## config.mk

```make
export PLATFORM = sky130hd
export DESIGN_NAME = led_pwm_controller
export DESIGN_NICKNAME = d
export VERILOG_FILES = /design/src/rtl/led_pkg.sv /design/src/rtl/pwm_timebase.sv /design/src/rtl/led_pwm_controller.sv
export SDC_FILE = /design/constraint.sdc
export NUM_CORES = 1
export LEC_CHECK = 0
export CELL_PAD_IN_SITES_DETAIL_PLACEMENT = 1
export CELL_PAD_IN_SITES_GLOBAL_PLACEMENT = 1
export CORE_ASPECT_RATIO = 0.8
export CORE_MARGIN = 2
export CORE_UTILIZATION = 25
export CTS_BUF_LIST = sky130_fd_sc_hd__clkbuf_4 sky130_fd_sc_hd__clkbuf_8
export CTS_CLUSTER_SIZE = 24
export DETAILED_ROUTE_END_ITERATION = 10
export DONT_BUFFER_PORTS = 1
export HOLD_SLACK_MARGIN = 0.02
export PLACE_DENSITY = 0.57
export SLEW_MARGIN = 30
export SYNTH_ARGS = -nofsm -noshare
export SYNTH_HDL_FRONTEND = slang
export SYNTH_SLANG_ARGS = --single-unit
export TNS_END_PERCENT = 100
```

## constraint.sdc

```tcl
create_clock -name clock -period 3.19 [get_ports clock]
set_input_delay 0.319 -clock clock [delete_from_list [all_inputs] [get_ports clock]]
set_output_delay 0.319 -clock clock [all_outputs]
set_load 0.03 [all_outputs]
```

## src/rtl/led_pkg.sv

```systemverilog
// Shared types and sizing helpers for the LED PWM controller.
package led_pkg;

    typedef enum logic [1:0] {
        LED_OFF     = 2'd0,
        LED_SOLID   = 2'd1,
        LED_BLINK   = 2'd2,
        LED_BREATHE = 2'd3
    } led_mode_t;

    // Index width that never collapses to zero bits for single-entry ranges.
    function automatic int ch_width(input int n);
        return (n > 1) ? $clog2(n) : 1;
    endfunction

endpackage

```

## src/rtl/pwm_timebase.sv

```systemverilog
// Shared timing for all LED channels: prescaler, PWM frame counter,
// blink phase and the breathing triangle level.
module pwm_timebase
    import led_pkg::*;
#(
    parameter int PWM_BITS     = 8,
    parameter int PRESCALE     = 16,
    parameter int BLINK_FRAMES = 32
) (
    input  logic                clk,
    input  logic                srst,
    output logic [PWM_BITS-1:0] pwm_cnt,
    output logic                frame_end,
    output logic                blink_phase,
    output logic [PWM_BITS-1:0] breath_level
);
    localparam int PRE_W = ch_width(PRESCALE);
    localparam int BLK_W = ch_width(BLINK_FRAMES);
    localparam logic [PRE_W-1:0]    PRE_MAX    = PRE_W'(PRESCALE - 1);
    localparam logic [BLK_W-1:0]    BLK_MAX    = BLK_W'(BLINK_FRAMES - 1);
    localparam logic [PWM_BITS-1:0] CNT_MAX    = '1;
    localparam logic [PWM_BITS-1:0] BREATH_TOP = PWM_BITS'((2 ** PWM_BITS) - 2);
    localparam logic [PWM_BITS-1:0] BREATH_BOT = PWM_BITS'(1);

    logic [PRE_W-1:0]    presc_reg, presc_next;
    logic [PWM_BITS-1:0] pwm_cnt_reg, pwm_cnt_next;
    logic [BLK_W-1:0]    blink_cnt_reg, blink_cnt_next;
    logic                blink_phase_reg, blink_phase_next;
    logic [PWM_BITS-1:0] breath_level_reg, breath_level_next;
    logic                breath_up_reg, breath_up_next;
    logic                pwm_tick;

    assign pwm_tick  = (presc_reg == PRE_MAX);
    assign frame_end = pwm_tick && (pwm_cnt_reg == CNT_MAX);

    always_comb begin
        presc_next        = pwm_tick ? '0 : presc_reg + 1'b1;
        pwm_cnt_next      = pwm_tick ? pwm_cnt_reg + 1'b1 : pwm_cnt_reg;
        blink_cnt_next    = blink_cnt_reg;
        blink_phase_next  = blink_phase_reg;
        breath_level_next = breath_level_reg;
        breath_up_next    = breath_up_reg;
        if (frame_end) begin
            if (blink_cnt_reg == BLK_MAX) begin
                blink_cnt_next   = '0;
                blink_phase_next = ~blink_phase_reg;
            end else begin
                blink_cnt_next = blink_cnt_reg + 1'b1;
            end
            // The step that lands on an endpoint is the last one in that direction.
            if (breath_up_reg) begin
                breath_level_next = breath_level_reg + 1'b1;
                if (breath_level_reg == BREATH_TOP) breath_up_next = 1'b0;
            end else begin
                breath_level_next = breath_level_reg - 1'b1;
                if (breath_level_reg == BREATH_BOT) breath_up_next = 1'b1;
            end
        end
    end

    always_ff @(posedge clk) begin
        if (srst) begin
            presc_reg        <= '0;
            pwm_cnt_reg      <= '0;
            blink_cnt_reg    <= '0;
            blink_phase_reg  <= 1'b0;
            breath_level_reg <= '0;
            breath_up_reg    <= 1'b1;
        end else begin
            presc_reg        <= presc_next;
            pwm_cnt_reg      <= pwm_cnt_next;
            blink_cnt_reg    <= blink_cnt_next;
            blink_phase_reg  <= blink_phase_next;
            breath_level_reg <= breath_level_next;
            breath_up_reg    <= breath_up_next;
        end
    end

    assign pwm_cnt      = pwm_cnt_reg;
    assign blink_phase  = blink_phase_reg;
    assign breath_level = breath_level_reg;

endmodule

```

## src/rtl/led_pwm_controller.sv

```systemverilog
// Multi-channel LED PWM driver: per-channel shadow/active configuration,
// effective-duty selection and registered LED outputs.
module led_pwm_controller
    import led_pkg::*;
#(
    parameter int NUM_CH       = 3,
    parameter int PWM_BITS     = 8,
    parameter int PRESCALE     = 16,
    parameter int BLINK_FRAMES = 32
) (
    input  logic                        clock,
    input  logic                        i_reset,
    input  logic                        i_wr_en,
    input  logic [ch_width(NUM_CH)-1:0] i_wr_ch,
    input  logic [1:0]                  i_wr_mode,
    input  logic [PWM_BITS-1:0]         i_wr_duty,
    output logic [NUM_CH-1:0]           o_led,
    output logic                        o_frame_tick
);
    localparam logic [31:0] NUM_CH_U = NUM_CH;

    logic [PWM_BITS-1:0] pwm_cnt;
    logic [PWM_BITS-1:0] breath_level;
    logic                frame_end;
    logic                blink_phase;
    logic                wr_valid;
    logic [NUM_CH-1:0]   led_next;
    logic [NUM_CH-1:0]   led_reg;
    logic                frame_tick_reg;

    pwm_timebase #(
        .PWM_BITS     (PWM_BITS),
        .PRESCALE     (PRESCALE),
        .BLINK_FRAMES (BLINK_FRAMES)
    ) u_timebase (
        .clk          (clock),
        .srst         (i_reset),
        .pwm_cnt      (pwm_cnt),
        .frame_end    (frame_end),
        .blink_phase  (blink_phase),
        .breath_level (breath_level)
    );

    // Out-of-range channel numbers are dropped here so no channel ever matches.
    assign wr_valid = i_wr_en && (32'(i_wr_ch) < NUM_CH_U);

    for (genvar gi = 0; gi < NUM_CH; gi++) begin : g_ch
        led_mode_t           shadow_mode_reg, active_mode_reg;
        logic [PWM_BITS-1:0] shadow_duty_reg, active_duty_reg;
        logic [PWM_BITS-1:0] eff_duty;
        logic                wr_hit;

        assign wr_hit = wr_valid && (32'(i_wr_ch) == 32'(gi));

        // Active copy only changes at a frame boundary, so a frame is never torn.
        always_ff @(posedge clock) begin
            if (i_reset) begin
                shadow_mode_reg <= LED_OFF;
                shadow_duty_reg <= '0;
                active_mode_reg <= LED_OFF;
                active_duty_reg <= '0;
            end else begin
                if (wr_hit) begin
                    shadow_mode_reg <= led_mode_t'(i_wr_mode);
                    shadow_duty_reg <= i_wr_duty;
                end
                if (frame_end) begin
                    active_mode_reg <= shadow_mode_reg;
                    active_duty_reg <= shadow_duty_reg;
                end
            end
        end

        always_comb begin
            eff_duty = '0;
            case (active_mode_reg)
                LED_OFF:     eff_duty = '0;
                LED_SOLID:   eff_duty = active_duty_reg;
                LED_BLINK:   eff_duty = blink_phase ? active_duty_reg : '0;
                LED_BREATHE: eff_duty = (breath_level < active_duty_reg) ? breath_level
                                                                         : active_duty_reg;
                default:     eff_duty = '0;
            endcase
        end

        assign led_next[gi] = (pwm_cnt < eff_duty);
    end

    always_ff @(posedge clock) begin
        if (i_reset) begin
            led_reg        <= '0;
            frame_tick_reg <= 1'b0;
        end else begin
            led_reg        <= led_next;
            frame_tick_reg <= frame_end;
        end
    end

    assign o_led        = led_reg;
    assign o_frame_tick = frame_tick_reg;

endmodule

```

Yosys cells after proc, flatten, opt, wreduce, memory -nomap -nowiden
Index checks and enable logic that the tools add are counted.

word-level totals
  register bits = 91
  bits in latches = 0
  memory bits (writable) = 0
  bits in read-only memories = 0
  input bits = 15
  logic and storage cells = 74
  memories = 0

operators by class
  add/subtract/negate cells = 5
  $mul = 0
  div/mod/pow operators = 0
  magnitude comparators = 7
  equality and inequality tests = 16
  shifts and indexed selects = 0
  muxes and demuxes = 14
  bitwise gates (word level) = 1
  reduce and logical (&&, ||, !) cells = 11

operator list
  cell                                                                 number
  8-bit case mux with 4 select lines                                   3
  8-bit two-way mux                                                    7
  8-bit < comparator                                                   6
  8-bit by 1-bit adder with 8-bit output (second input constant)       2
  8-bit == test (second input constant)                                2
  2-bit == test (second input constant)                                7
  2-bit by 1-bit == test with 1-bit output (second input constant)     4
  8-bit by 1-bit == test with 1-bit output (second input constant)     1
  2-bit logical NOT                                                    4
  8-bit by 1-bit subtractor with 8-bit output (second input constant)  1
  5-bit by 1-bit adder with 5-bit output (second input constant)       1
  5-bit == test (second input constant)                                1
  1-bit logical AND                                                    5
  5-bit two-way mux                                                    1
  4-bit by 1-bit adder with 4-bit output (second input constant)       1
  4-bit == test (second input constant)                                1
  1-bit two-way mux                                                    3
  2-bit < comparator (second input constant)                           1
  2-bit AND reduction                                                  1
  2-bit OR reduction                                                   1
  1-bit NOT                                                            1

Longest topological paths before layout
Gate-level depths: netlist of the first run.

  word-level depth = 4
  mapped depth = 14

Cells and area by module
From an unflattened synthesis of the first run, not the netlist that was laid out.

second synthesis, totals
  cell total of the unflattened synthesis = 587
  area total of the unflattened synthesis = 5157.4 sq um

by module, submodules not included
  module              times used  cells an instance  area an instance (sq um)
  led_pwm_controller  1           427                3818.7
  pwm_timebase        1           160                1338.8

Worst setup path after synthesis of the first run
No wires, ideal clock.

  kind = reg-to-reg
  start point = reg u_timebase.breath_level_reg[1], in the netlist u_timebase.breath_level[1]
  end point = reg led_reg[0], in the netlist o_led[0]
  setup time = 0.070 ns
  arrival = 2.863 ns
  setup slack = 0.257 ns
  cell stages (with the launch flop) = 12
  period minus slack after synthesis = 2.933 ns
  path through = dfxtp_1 > ha_1 > a2111oi_2 > o311a_1 > buf_6 > a21bo_4 > a2bb2oi_2 > ha_1 > a2111oi_0 > nand2_1 > a2111oi_0 > a21boi_1

on the way
  longest elaborated chain between the ends = 4

RTL lines
  what                                  RTL line                  text
  from (decl)                           pwm_timebase.sv:29        logic [PWM_BITS-1:0] breath_level_reg, breath_level_next;
  from (signal assigned)                pwm_timebase.sv:74        breath_level_reg <= breath_level_next;
  8-bit < comparator                    led_pwm_controller.sv:80  LED_BREATHE: eff_duty = (breath_level < active_duty_reg) ? breath_level
  8-bit two-way mux *                   led_pwm_controller.sv:80
  8-bit case mux with 4 select lines *  led_pwm_controller.sv:76  case (active_mode_reg)
  8-bit < comparator *                  led_pwm_controller.sv:86  assign led_next[gi] = (pwm_cnt < eff_duty);
  to (signal assigned)                  led_pwm_controller.sv:94  led_reg <= led_next;
  to (decl)                             led_pwm_controller.sv:28  logic [NUM_CH-1:0] led_reg;

Mark *: on every way between the ends. The rest lies on a longest branch, timed or not.
A chain may end at the register's enable or synchronous reset.

Worst setup path after layout of the first run
  start point = reg u_timebase.breath_level_reg[3], in the netlist u_timebase.breath_level[3]
  end point = reg led_reg[0], in the netlist o_led[0]

The elaborated chain is that of the path after synthesis.

==> run_results.csv, run 1 <==
group,metric,value,unit
critical_path,required,3520,ps
logic_synthesis,syn_area_per_cell,8.68,µm²
logic_synthesis,ys_ff_latch,91,
global_route,grt_pass1_vias,4431,
hold_path,min_path_type,"input port to register",
outcome,status,"finished, final reports clean",
place,post-place-ws,44.9,ps
cells_and_area,drive_above_1_share,12.7,%
logic_synthesis,netlist.area_leader.share,35.3,%
floorplanning,ios,19,
logic_synthesis,netlist_area,0.00515,mm²
cells_and_area,area_growth_syn_to_layout,14.0,%
logic_synthesis,synth_fp_nets,659,
floorplanning,core_area,0.0200,mm²
critical_path,startpoint_type,"register",
global_route,grt_use_total,14.8,%
sta,worstMarginPinSlew,778,ps
routing,antenna_left,0,
routing,viasPerCell,4.91,
routing,drtPass1Iterations,4,
critical_path,end_kind,"register",
clocking,cts_sinks,91,
cells_and_area,fillers,2381,
sta,slew_headroom,48.1,%
routing,drtIter0Drc,213,
logic_synthesis,synth.largest_area_cell,"dfxtp_1",
sta,period_share,95.8,%
critical_path,cp.arrival,3390,ps
logic_synthesis,async_flop_share,0,%
global_route,grt_max_degree,88,
sta,hold_viol_final,0,
logic_synthesis,synth_seq_area_share,35.3,%
place,numPortBuffers,0,
power,peakVddDrop,0.258,mV
clocking,clockRootBuffer,"clkbuf_8",
power,p_per_area,362,mW/mm²
sta,finalWorstSetupSlack,133,ps
place,dp_hpwl,10.9,mm
sta,finalMaxSlewViolations,0,
sta,fin_worst_skew,13.6,ps
floorplanning,chipWidth,165,µm
routing,route.detailed.drc,0,
routing,drt-wirelength-per-cell,17.7,µm
clocking,cts_htree_levels,3,
floorplanning,rows,46,
cells_and_area,diodes,0,
global_route,gr-total-overflow,0,
place,gpl.final_weighted_congestion,0.844,
power,cellLeakagePower,2.17,nW
logic_synthesis,yosys_warnings,0,
sta,min_period,3060,ps
sta,setup_viol,0,
clocking,clk_path_buf_depth,2,
floorplanning,initial_core_util,25.7,%
clocking,insertion_delay,380,ps
sta,max_freq,0.327,GHz
global_route,antenna_found_initial,0,
logic_synthesis,ys_top_cells_by_area,"dfxtp_1 35%, ha_1 12%, mux2i_1 8.0%",
floorplanning,dieArea,0.0218,mm²
clocking,clk_transition_reported_paths,100,ps
cells_and_area,final_util,29.3,%
logic_synthesis,synth_most_common_cell,"dfxtp_1",
logic_synthesis,synth_edf_count,0,
critical_path,criticalPathCategory,"register to register",
clocking,cts_tree,"built",
cells_and_area,nets,665,
routing,routed_wl,15.4,mm
routing,num_vias,4265,
global_route,grt_pass1_wl,24.8,mm
logic_synthesis,synth_cell_types,60,
clocking,cts_buffers,9,
critical_path,cp_max_fo,7,
logic_synthesis,ys.flop_type,"dfxtp_1",
floorplanning,die_h,132,µm
logic_synthesis,syn_inst,594,
logic_synthesis,netlist_top_cells_count,"91 x dfxtp_1, 83 x nand2_1, 64 x nor2_1, 57 x a21oi_1, 50 x ha_1",
run,max-cap-violations,0,
==> area by class of cell <==
class / count / area, µm² / area share [%]
multi-input combinational: 442 / 3140 / 53.4
sequential: 91 / 1830 / 31.1
tap: 264 / 330 / 5.62
timing repair buffer: 31 / 268 / 4.56
clock buffer: 10 / 131 / 2.23
inverter: 25 / 93.8 / 1.60
clock inverter: 6 / 88.8 / 1.51
==> power by group <==
| group | leakage, nW | internal [mW] | switching, mW |
|---|---|---|---|
| combinational | 1.33 | 0.0266 | 0.0374 |
| sequential | 0.737 | 1.15 | 0.00986 |
| clock | 0.106 | 0.452 | 0.450 |
| total | 2.17 | 1.63 | 0.497 |
==> path summary, 6_finish.rpt <==
check,from,to,slack [ps],cells after the start
setup / recovery,u_timebase.breath_level[3],o_led[0],130,11
hold / removal,i_reset,u_timebase.breath_up_reg,50,2
setup reg to reg,u_timebase.breath_level[3],o_led[0],130,11
hold reg to reg,g_ch[2].shadow_duty_reg[7],g_ch[2].active_duty_reg[7],460,2
==> stage by stage <==
step	hold slack, ps	TNS (ps)	instances	total power, mW	instance area, µm²
final	52.0	0	869	2.13	5880
after global routing	51.3	-27.1	869	2.22	5880
after CTS	30.8	0	861	2.16	5760
after detailed placement	398	0	843	1.23	5500
after global placement	400	0	843	1.23	5500
after floorplan	431	0	594	1.23	5150
==> critical path, cell delays in order, from the launching register on <==
cell and delay [ps]:
dfxtp_1 380, ha_1 320, o21a_1 130, nor2_1 60
o311a_4 410, a21bo_4 270, a2bb2oi_2 140, ha_1 310
a2111oi_2 300, nand2_1 130, a2111oi_2 370, a21boi_2 200
==> cells by family (layout without fill, tap and decap cells) <==
kind of cell	count (synthesis)	count (layout)	share of synthesized area [%]
muxes	41	41	7.96
AOI/OAI and AO/OA	132	132	18.7
buffers and inverters	61	72	5.00
adders and majority gates	50	50	12.1
DFF	91	91	35.3
and+or+nand+nor	205	205	18.5
xor gates and xnor gates	14	14	2.38
==> routing by layer <==
metal	vias up	wire, µm	GRT usage (%)
li1	2113	-	-
met1	2074	7720	20.6
met2	61	6810	22.8
met3	17	581	3.42
met4	0	257	4.01
met5	-	0	0
==> cell usage in the layout (no fill, tap or decap), types with 11 or more instances in the layout <==
master    n
a21oi_1  56
buf_4    28
dfxtp_1  88
nor2_1   64
nand2_1  83
o21ai_0  11
inv_1    25
a32o_1   13
mux2i_1  41
ha_1     50
==> what timing repair did <==
| item | CTS | global route |
|---|---|---|
| hold endpoints to repair | 87 | 0 |
| buffers inserted | 0 | 8 |
| hold buffers | 2 | 0 |
| endpoints found under the setup margin | 0 | 3 |
| resized for setup | 0 | 15 |
Note: power is estimated with default switching activity, not from simulation.
==> run 2, diff against run 1 <==
--- a/config.mk
+++ b/config.mk
@@ -5,6 +5,7 @@
 export SDC_FILE = /design/constraint.sdc
 export NUM_CORES = 1
 export LEC_CHECK = 0
+export ABC_AREA = 1
 export CELL_PAD_IN_SITES_DETAIL_PLACEMENT = 1
 export CELL_PAD_IN_SITES_GLOBAL_PLACEMENT = 1
 export CORE_ASPECT_RATIO = 0.8
@@ -15,7 +16,7 @@
 export DETAILED_ROUTE_END_ITERATION = 10
 export DONT_BUFFER_PORTS = 1
 export HOLD_SLACK_MARGIN = 0.02
-export PLACE_DENSITY = 0.57
+export PLACE_DENSITY = 0.59
 export SLEW_MARGIN = 30
 export SYNTH_ARGS = -nofsm -noshare
 export SYNTH_HDL_FRONTEND = slang
==> run_results.csv, run 2 <==
group,metric,value,unit
outcome,status,"finished, final reports clean",
global_route,grt_pass1_vias,4351,
power,p_clk_share,37.5,%
power,cellLeakagePower,2.18,nW
sta,fin_worst_skew,11.1,ps
clocking,cts_htree_levels,3,
clocking,clk_path_buf_depth,2,
logic_synthesis,synth_cell_types,36,
power,switching_power,497,µW
critical_path,r2r_end,"o_led[1]",
sta,worstMarginPinSlew,729,ps
sta,hold_viol_final,0,
logic_synthesis,ys_ff_latch,91,
place,gpl.final_weighted_congestion,0.784,
power,seq_power_share,58.7,%
routing,drt-wirelength-per-cell,15.0,µm
cells_and_area,area_growth_syn_to_layout,9.44,%
clocking,cts_tree,"built",
floorplanning,rows,46,
floorplanning,core_area,0.0197,mm²
power,peakVddDrop,0.168,mV
critical_path,path_cells,"buf_4 > ha_1 > nand2_1 > inv_1 > nand2_1 > nand2_1 > nand2_1 > nand2_1 > o21ai_0 > a21oi_1 > o21ai_0 > ha_1 > nand3_1 > nand4_1 > a21oi_1",
place,numPortBuffers,0,
routing,viasPerCell,4.63,
clocking,cts_buffers,9,
place,dp_hpwl,10.8,mm
hold_path,min_path_type,"input port to register",
floorplanning,die_h,131,µm
critical_path,cp.arrival,3030,ps
critical_path,cpPeakStageDelay,520,ps
critical_path,crit_top_cell,"nand2_1",
critical_path,cp_max_fo,15,
sta,slew_headroom,50.9,%
cells_and_area,final_cell_mix,"115 x a21oi_1, 101 x inv_1, 101 x o21ai_0, 94 x nand2_1, 91 x dfxtp_1",
power,p_per_area,362,mW/mm²
logic_synthesis,yosys_warnings,0,
critical_path,rrSetupSlack,470,ps
routing,routed_wl,14.3,mm
cells_and_area,fillers,2429,
sta,rsz0062_at_grt,"no",
clocking,post-cts-setup-buffer-count,0,
cells_and_area,final_common_cell,"a21oi_1",
logic_synthesis,synth_most_common_cell,"a21oi_1",
floorplanning,chipWidth,162,µm
power,p_int,1.49,mW
clocking,clk_transition_reported_paths,100,ps
sta,finalMaxSlewViolations,0,
routing,drtPass1Iterations,4,
logic_synthesis,synth_edf_count,0,
global_route,grt_use_total,14.5,%
logic_synthesis,netlist_area,0.00501,mm²
cells_and_area,nets,750,
floorplanning,initial_core_util,25.4,%
global_route,gr-total-overflow,0,
clocking,clockRootBuffer,"clkbuf_8",
sta,holdWs,90.0,ps
routing,num_vias,4414,
power,switching_share,25.1,%
global_route,antenna_found_initial,1,
hold_path,hold_path_end,"u_timebase.blink_phase",
routing,drtIter0Drc,149,
clocking,insertion_delay,380,ps
sta,min_period,2720,ps
logic_synthesis,ys.flop_type,"dfxtp_1",
clocking,ctsResizeCount,0,
sta,setup_viol,0,
sta,period_share,85.2,%
critical_path,slowest_stage,"dfxtp_1",
run,max-cap-violations,0,
logic_synthesis,syn_area_per_cell,7.25,µm²
sta,max_freq,0.368,GHz
logic_synthesis,netlist_top_cells_count,"115 x a21oi_1, 102 x inv_1, 101 x o21ai_0, 94 x nand2_1, 91 x dfxtp_1",
critical_path,r2r_cells,15,
logic_synthesis,netlist.area_leader.share,36.3,%
hold_path,whs_path_depth,2,
logic_synthesis,syn_inst,691,
routing,antenna_left,0,
critical_path,startpoint_type,"register",
routing,route.detailed.drc,0,
power,comb_power_share,3.8,%
logic_synthesis,ys_top_cells_by_area,"dfxtp_1 36%, ha_1 12%, a21oi_1 11%",
floorplanning,ios,19,
critical_path,required,3500,ps
global_route,grt_max_degree,39,
clocking,cts_sinks,91,
logic_synthesis,async_flop_share,0,%
sta,tns,0,ps
global_route,grt_pass1_wl,23.6,mm
floorplanning,dieArea,0.0212,mm²
cells_and_area,drive_above_1_share,5.80,%
cells_and_area,diodes,0,
critical_path,timing.rr.start,"u_timebase.breath_level[2]",
critical_path,end_kind,"register",
logic_synthesis,synth.largest_area_cell,"dfxtp_1",
hold_path,min-delay-start,"i_reset",
logic_synthesis,synth_fp_nets,756,
critical_path,criticalPathCategory,"register to register",
logic_synthesis,synth_seq_area_share,36.3,%
run 2: cell count changes after synthesis, sizes merged, moves of 7 or more:
cell     change
a21oi       +59
a2bb2oi      -7
a32o        -13
clkbuf       -9
inv         +80
mux2i       -41
nand2       +11
nor2        -20
o21ai       +92
run 2: worst max path at each step:
stage	from	end	slack [ps]	depth (start not counted)
3_5_place_dp	u_timebase.breath_level[2]	o_led[1]	440	15
5_1_grt	u_timebase.breath_level[2]	o_led[1]	20	15
2_1_floorplan	u_timebase.breath_level[5]	o_led[1]	1020	14
6_report	u_timebase.breath_level[2]	o_led[1]	470	15
4_1_cts	u_timebase.breath_level[2]	o_led[1]	400	15
3_3_place_gp	u_timebase.breath_level[2]	o_led[1]	420	15
run 2: power groups by stage:
| stage | Sequential (mW) | Combinational, mW | Clock, mW |
|---|---|---|---|
| 2_1_floorplan | 1.19 | 0.0578 | 0 |
| 3_3_place_gp | 1.19 | 0.0724 | 0 |
| 3_5_place_dp | 1.19 | 0.0735 | 0 |
| 4_1_cts | 1.16 | 0.0766 | 0.783 |
| 5_1_grt | 1.17 | 0.0894 | 0.819 |
| 6_report | 1.16 | 0.0751 | 0.744 |
run 2: worst max-delay path, delay by kind of cell, from the launching register on:
family	cells	cell delay, ps
buffers and inverters	2	250
adder cells (fa/ha/maj)	2	540
AND/OR/NAND/NOR	7	680
AO/OA/AOI/OAI	4	630
flip-flops	1	520
run 2: final cells by class:
type,instances,area (µm²),area share (%)
clock buffers,11,139,2.53
clock inverters,5,38.8,0.707
inverters,106,398,7.25
multi-input cells,466,2660,48.5
flip-flops and latches,91,1820,33.2
well taps,264,330,6.02
repair buffers,11,97.6,1.78
run 2: logic make-up after synthesis:
kind of cell / synth area share, %
compound gates: 24.7
xor+xnor: 0.874
fa+ha+maj: 12.5
buf+inv: 10.6
flops: 36.3
simple gates: 15.0
run 2: metal layers:
layer  vias to the layer above  GRT usage [%]  routed length (µm)
li1                       2284              -                   -
met1                      2084           20.5                7640
met2                        36           23.0                6160
met3                        10           2.27                 380
met4                         0           3.90                 160
met5                         -              0                   0
run 2: per-stage QoR:
stage / instances / utilization (%) / total power [mW] / instance area (µm²) / setup WS, ps
2_1_floorplan: 691 / - / 1.25 / 5010 / 1020
3_3_place_gp: 937 / 26.8 / 1.26 / 5300 / 418
3_5_place_dp: 937 / 26.8 / 1.27 / 5300 / 437
4_1_cts: 954 / 27.8 / 2.02 / 5490 / 405
5_1_grt: 954 / 27.8 / 2.08 / 5490 / 19.1
6_report: 954 / 27.8 / 1.98 / 5490 / 474
run 2: what timing repair did:
action / 4_1_cts / 5_1_grt
endpoints found under the setup margin: 0 / 0
hold endpoints to repair: 5 / 0
hold buffers: 1 / 0
